===== config.mk =====
export PLATFORM = sky130hd
export DESIGN_NAME = up_counter
export DESIGN_NICKNAME = d
export VERILOG_FILES = /design/src/rtl/up_counter.sv
export SDC_FILE = /design/constraint.sdc
export NUM_CORES = 1
export LEC_CHECK = 0
export ABC_AREA = 1
export BUFFER_PORTS_ARGS = -buffer_cell sky130_fd_sc_hd__buf_2
export CORE_AREA = 4 4 41 43
export DETAILED_ROUTE_END_ITERATION = 10
export DIE_AREA = 0 0 45 47
export SYNTH_ARGS = -nofsm -noshare
export SYNTH_HDL_FRONTEND = slang
export SYNTH_SLANG_ARGS = --single-unit

===== constraint.sdc =====
create_clock -name clk -period 1.2 [get_ports clk]
set_clock_uncertainty 0.05 [all_clocks]
set_input_delay 0.18 -clock clk [delete_from_list [all_inputs] [get_ports clk]]
set_output_delay 0.18 -clock clk [all_outputs]
set_load 0.02 [all_outputs]

===== src/rtl/up_counter.sv =====
// up_counter: parameterised binary up-counter with enable, synchronous clear,
// parallel load, terminal-count output, one-cycle wrap pulse and sticky overflow.
// Build option: define UP_COUNTER_SATURATE_EN to hold at MAX_COUNT instead of wrapping.
module up_counter #(
    parameter int unsigned WIDTH     = 4,
    parameter int unsigned MAX_COUNT = (1 << WIDTH) - 1
) (
    input  logic             clk,
    input  logic             reset,
    input  logic             en,
    input  logic             clear,
    input  logic             load,
    input  logic [WIDTH-1:0] load_val,
    output logic [WIDTH-1:0] counter,
    output logic             tc,
    output logic             wrap,
    output logic             ovf
);

    localparam logic [WIDTH-1:0] MAX_VAL = WIDTH'(MAX_COUNT);

    logic [WIDTH-1:0] counter_d;
    logic             wrap_d;
    logic             ovf_d;

    // Terminal count follows the registered count directly.
    assign tc = (counter == MAX_VAL);

    // Next-state selection: clear > load > en > hold.
    always_comb begin
        counter_d = counter;
        wrap_d    = 1'b0;
        ovf_d     = ovf;
        if (clear) begin
            counter_d = '0;
            ovf_d     = 1'b0;
        end else if (load) begin
            counter_d = (load_val > MAX_VAL) ? MAX_VAL : load_val;
        end else if (en) begin
            if (counter == MAX_VAL) begin
`ifdef UP_COUNTER_SATURATE_EN
                counter_d = MAX_VAL;
                ovf_d     = 1'b1;
`else
                counter_d = '0;
                wrap_d    = 1'b1;
                ovf_d     = 1'b1;
`endif
            end else begin
                counter_d = counter + WIDTH'(1);
            end
        end
    end

    // State registers; reset clears everything immediately, including a pending wrap.
    always_ff @(posedge clk or negedge reset) begin
        if (!reset) begin
            counter <= '0;
            wrap    <= 1'b0;
            ovf     <= 1'b0;
        end else begin
            counter <= counter_d;
            wrap    <= wrap_d;
            ovf     <= ovf_d;
        end
    end

endmodule


==> summary.txt <==
Detailed routing
  – Via Count: 361
  – Routed wire per std cell: roughly 10 µm
  – DRT Pass-1 Iters: 3
  – Vias per cell: 4.35
  – DRC viols: 0
  – Post-route ant nets: 0
  – Drt first-iter violations: 6
  – Post-Route WL: ~860 µm

Global routing
  – Grt met1 use: 0.138
  – GR peak layer: met2
  – Vias in the first global route: 365
  – Met3 GRT Util: 0.0690
  – Initial antenna violation count: 0
  – Largest net degree at the start of global routing: 7
  – GRT Util Overall: 0.104
  – First-pass GRT wire length: 1520 µm
  – M2 GR Usage: 0.141
  – GR Overflow Total: 0

STA
  – Max_slew headroom: 0.870
  – Hold WS: 0.164 ns
  – Fin crit share: 1.10
  – RSZ-0062 raised after global routing: yes
  – Max Freq: 758 MHz
  – Worst-margin pin slew: between 0.15 and 0.2 ns
  – Final Hold Viols: 0
  – Final slew viol count: 0
  – Final setup margin: -0.120 ns
  – Minimum clock period after layout: 1.32 ns
  – Setup TNS: -0.195 ns
  – Final Setup Violations: 2

Clock network
  – Root buffer cell: clkbuf_4
  – Clock-pin slew on the worst setup and hold paths: roughly 0.040 ns
  – Clk sinks: 6
  – Deepest clock path buffer count: 2
  – Number of buffers created by CTS: 3
  – H-tree depth: 1
  – Clk Latency, worst-skew pair: roughly 0.24 ns
  – CTS tree: done

Critical path
  – Crit-path cells: ha_4, nand3_4, inv_2, buf_6
  – Critical path type: reg -> out
  – CP max stage delay: 0.42 ns
  – CP Data Arrival Time: approximately 1.1 ns
  – R2R Setup Slk: 0.03 ns
  – WP data required: 0.97 ns
  – Critical path endpoint category: output port
  – CP top delay family: flip-flops
  – Max FO, Critical Path: 2
  – Critical path startpoint category: flop
  – CP bufs+invs: 2
  – CP max stage cell: dfrtp_2

Place
  – Placed Instances: 78
  – IO buf count: 15
  – Pre-CTS WS: 0.0412 ns
  – Placed cell areas: 459 µm²
  – DP Wirelength: 667 µm
  – RePlAce Congestion: 0.766

Synth
  – Mapped Avg Cell Area: ~7.6 µm²
  – Netlist Area Pre-Place: 348 µm²
  – Seq/Total Area, Yosys: 0.432
  – Syn nets: 56
  – Unique masters post-synth: 14
  – Synth Warn #: 0
  – #FFs+latches synth: 6
  – Post-Synthesis Cells: 46

Floorplan
  – Height of the die: 47 µm
  – Die ar.: 0.00212 mm²
  – Initial Util: 0.267
  – I/O pins: 16
  – Die Width: around 45 µm
  – FP Rows: 13
  – Total core area: between 0.001 and 0.0015 mm²

Power
  – Worst vdd ir: 0.558 mV
  – Leak: 0.323 nW
  – PD cells: 1020 mW/mm²

Cells and area
  – Finished Cell Area: between 500 and 600 µm²
  – Commonest non-fill, non-tap cell in the layout: nand2_1
  – Synth-to-layout area growth: 57.6%
  – Non-Filler Instances: 83
  – Layout cells sized above 1: 0.500
  – Final #Nets: 80
  – Fillers: 144
  – Ant. Diodes: 0
  – Most frequent cells in the layout: nand2_1, buf_2, inv_1

Worst hold path
  – HP Class: in -> reg

Run status
  – Outcome: finished, violations left
  – Failing checks: negative setup slack

Job
  – Total of max-cap violations: 0
==> worst paths after layout <==
kind                             startpoint    endpoint  cells after the start
worst min-delay path            load_val[2]  counter[2]                      3
worst min register to register          ovf         ovf                      2
worst max-delay path             counter[0]          tc                      4
max in group asynchronous             reset  counter[2]                      2
min in group asynchronous             reset         ovf                      2
worst max register to register   counter[0]  counter[3]                      8
==> worst register-to-register path, stage by stage (launching register included) <==
cell and delay [ns]:
dfrtp_2 0.42, buf_4 0.14, buf_6 0.12, nand3_1 0.07
nand2_1 0.05, nand3_1 0.07, nand2_1 0.05, nand2_1 0.05
nand2_1 0.04
==> power by group <==
part / internal (mW) / switching (mW) / leakage (nW)
clock network: 0.113 / 0.0722 / 0.0138
registers: 0.217 / 0.0177 / 0.0761
logic: 0.0664 / 0.0727 / 0.233
==> cell type report <==
cell class	instances	area (µm²)	area share
Clock buffer	3	22.5	0.0411
Inverter	9	33.8	0.0616
Multi-Input combinational cell	31	193	0.352
Sequential cell	6	154	0.281
Tap cell	15	18.8	0.0342
Timing Repair Buffer	19	126	0.231
==> logic make-up (layout without fill, tap and decap cells) <==
kind of cell             Yosys count  count (layout)  synth area share
multiplexers                       1               1            0.0288
adder cells (fa/ha/maj)            1               1            0.0360
XOR/XNOR                           1               1            0.0252
buffers and inverters              9              31            0.0971
flip-flops                         6               6             0.432
AND/OR/NAND/NOR                   24              24             0.302
AO/OA/AOI/OAI                      4               4            0.0791
==> synth_stat cells <==
library cell	instances	share of area
dfrtp_1	6	0.43
ha_1	1	0.036
inv_1	8	0.086
inv_2	1	0.011
mux2i_1	1	0.029
nand2_1	15	0.16
nand2_2	2	0.036
nand3_1	4	0.058
nand4_1	1	0.018
nor2_1	1	0.011
nor2_2	1	0.018
o21ai_0	2	0.029
o21ai_2	2	0.050
xor2_1	1	0.025
==> layer usage <==
metal	wire length [µm]	vias to the layer above
met4	0	0
li1	-	186
met3	83	0
met5	0	-
met1	386	161
met2	386	14
==> flip-flops by register name, indices dropped and copies added (netlist names) <==
name     cells
wrap         1
counter      4
ovf          1
==> what timing repair did <==
| item | 4_1_cts | 5_1_grt |
|---|---|---|
| hold endpoints to repair | 6 | 0 |
| setup buffers | 0 | 1 |
| hold buffers | 1 | 0 |
| setup endpoints to repair | 1 | 4 |
| resized for setup | 8 | 6 |
| pin swaps | 0 | 1 |
==> through the flow <==
stage | util | total power [mW]
3_3_place_gp | 0.353 | 0.344
3_5_place_dp | 0.353 | 0.345
2_1_floorplan | - | 0.291
4_1_cts | 0.400 | 0.554
6_report | 0.421 | 0.559
5_1_grt | 0.421 | 0.610
Power figures use the tool's default switching activity.
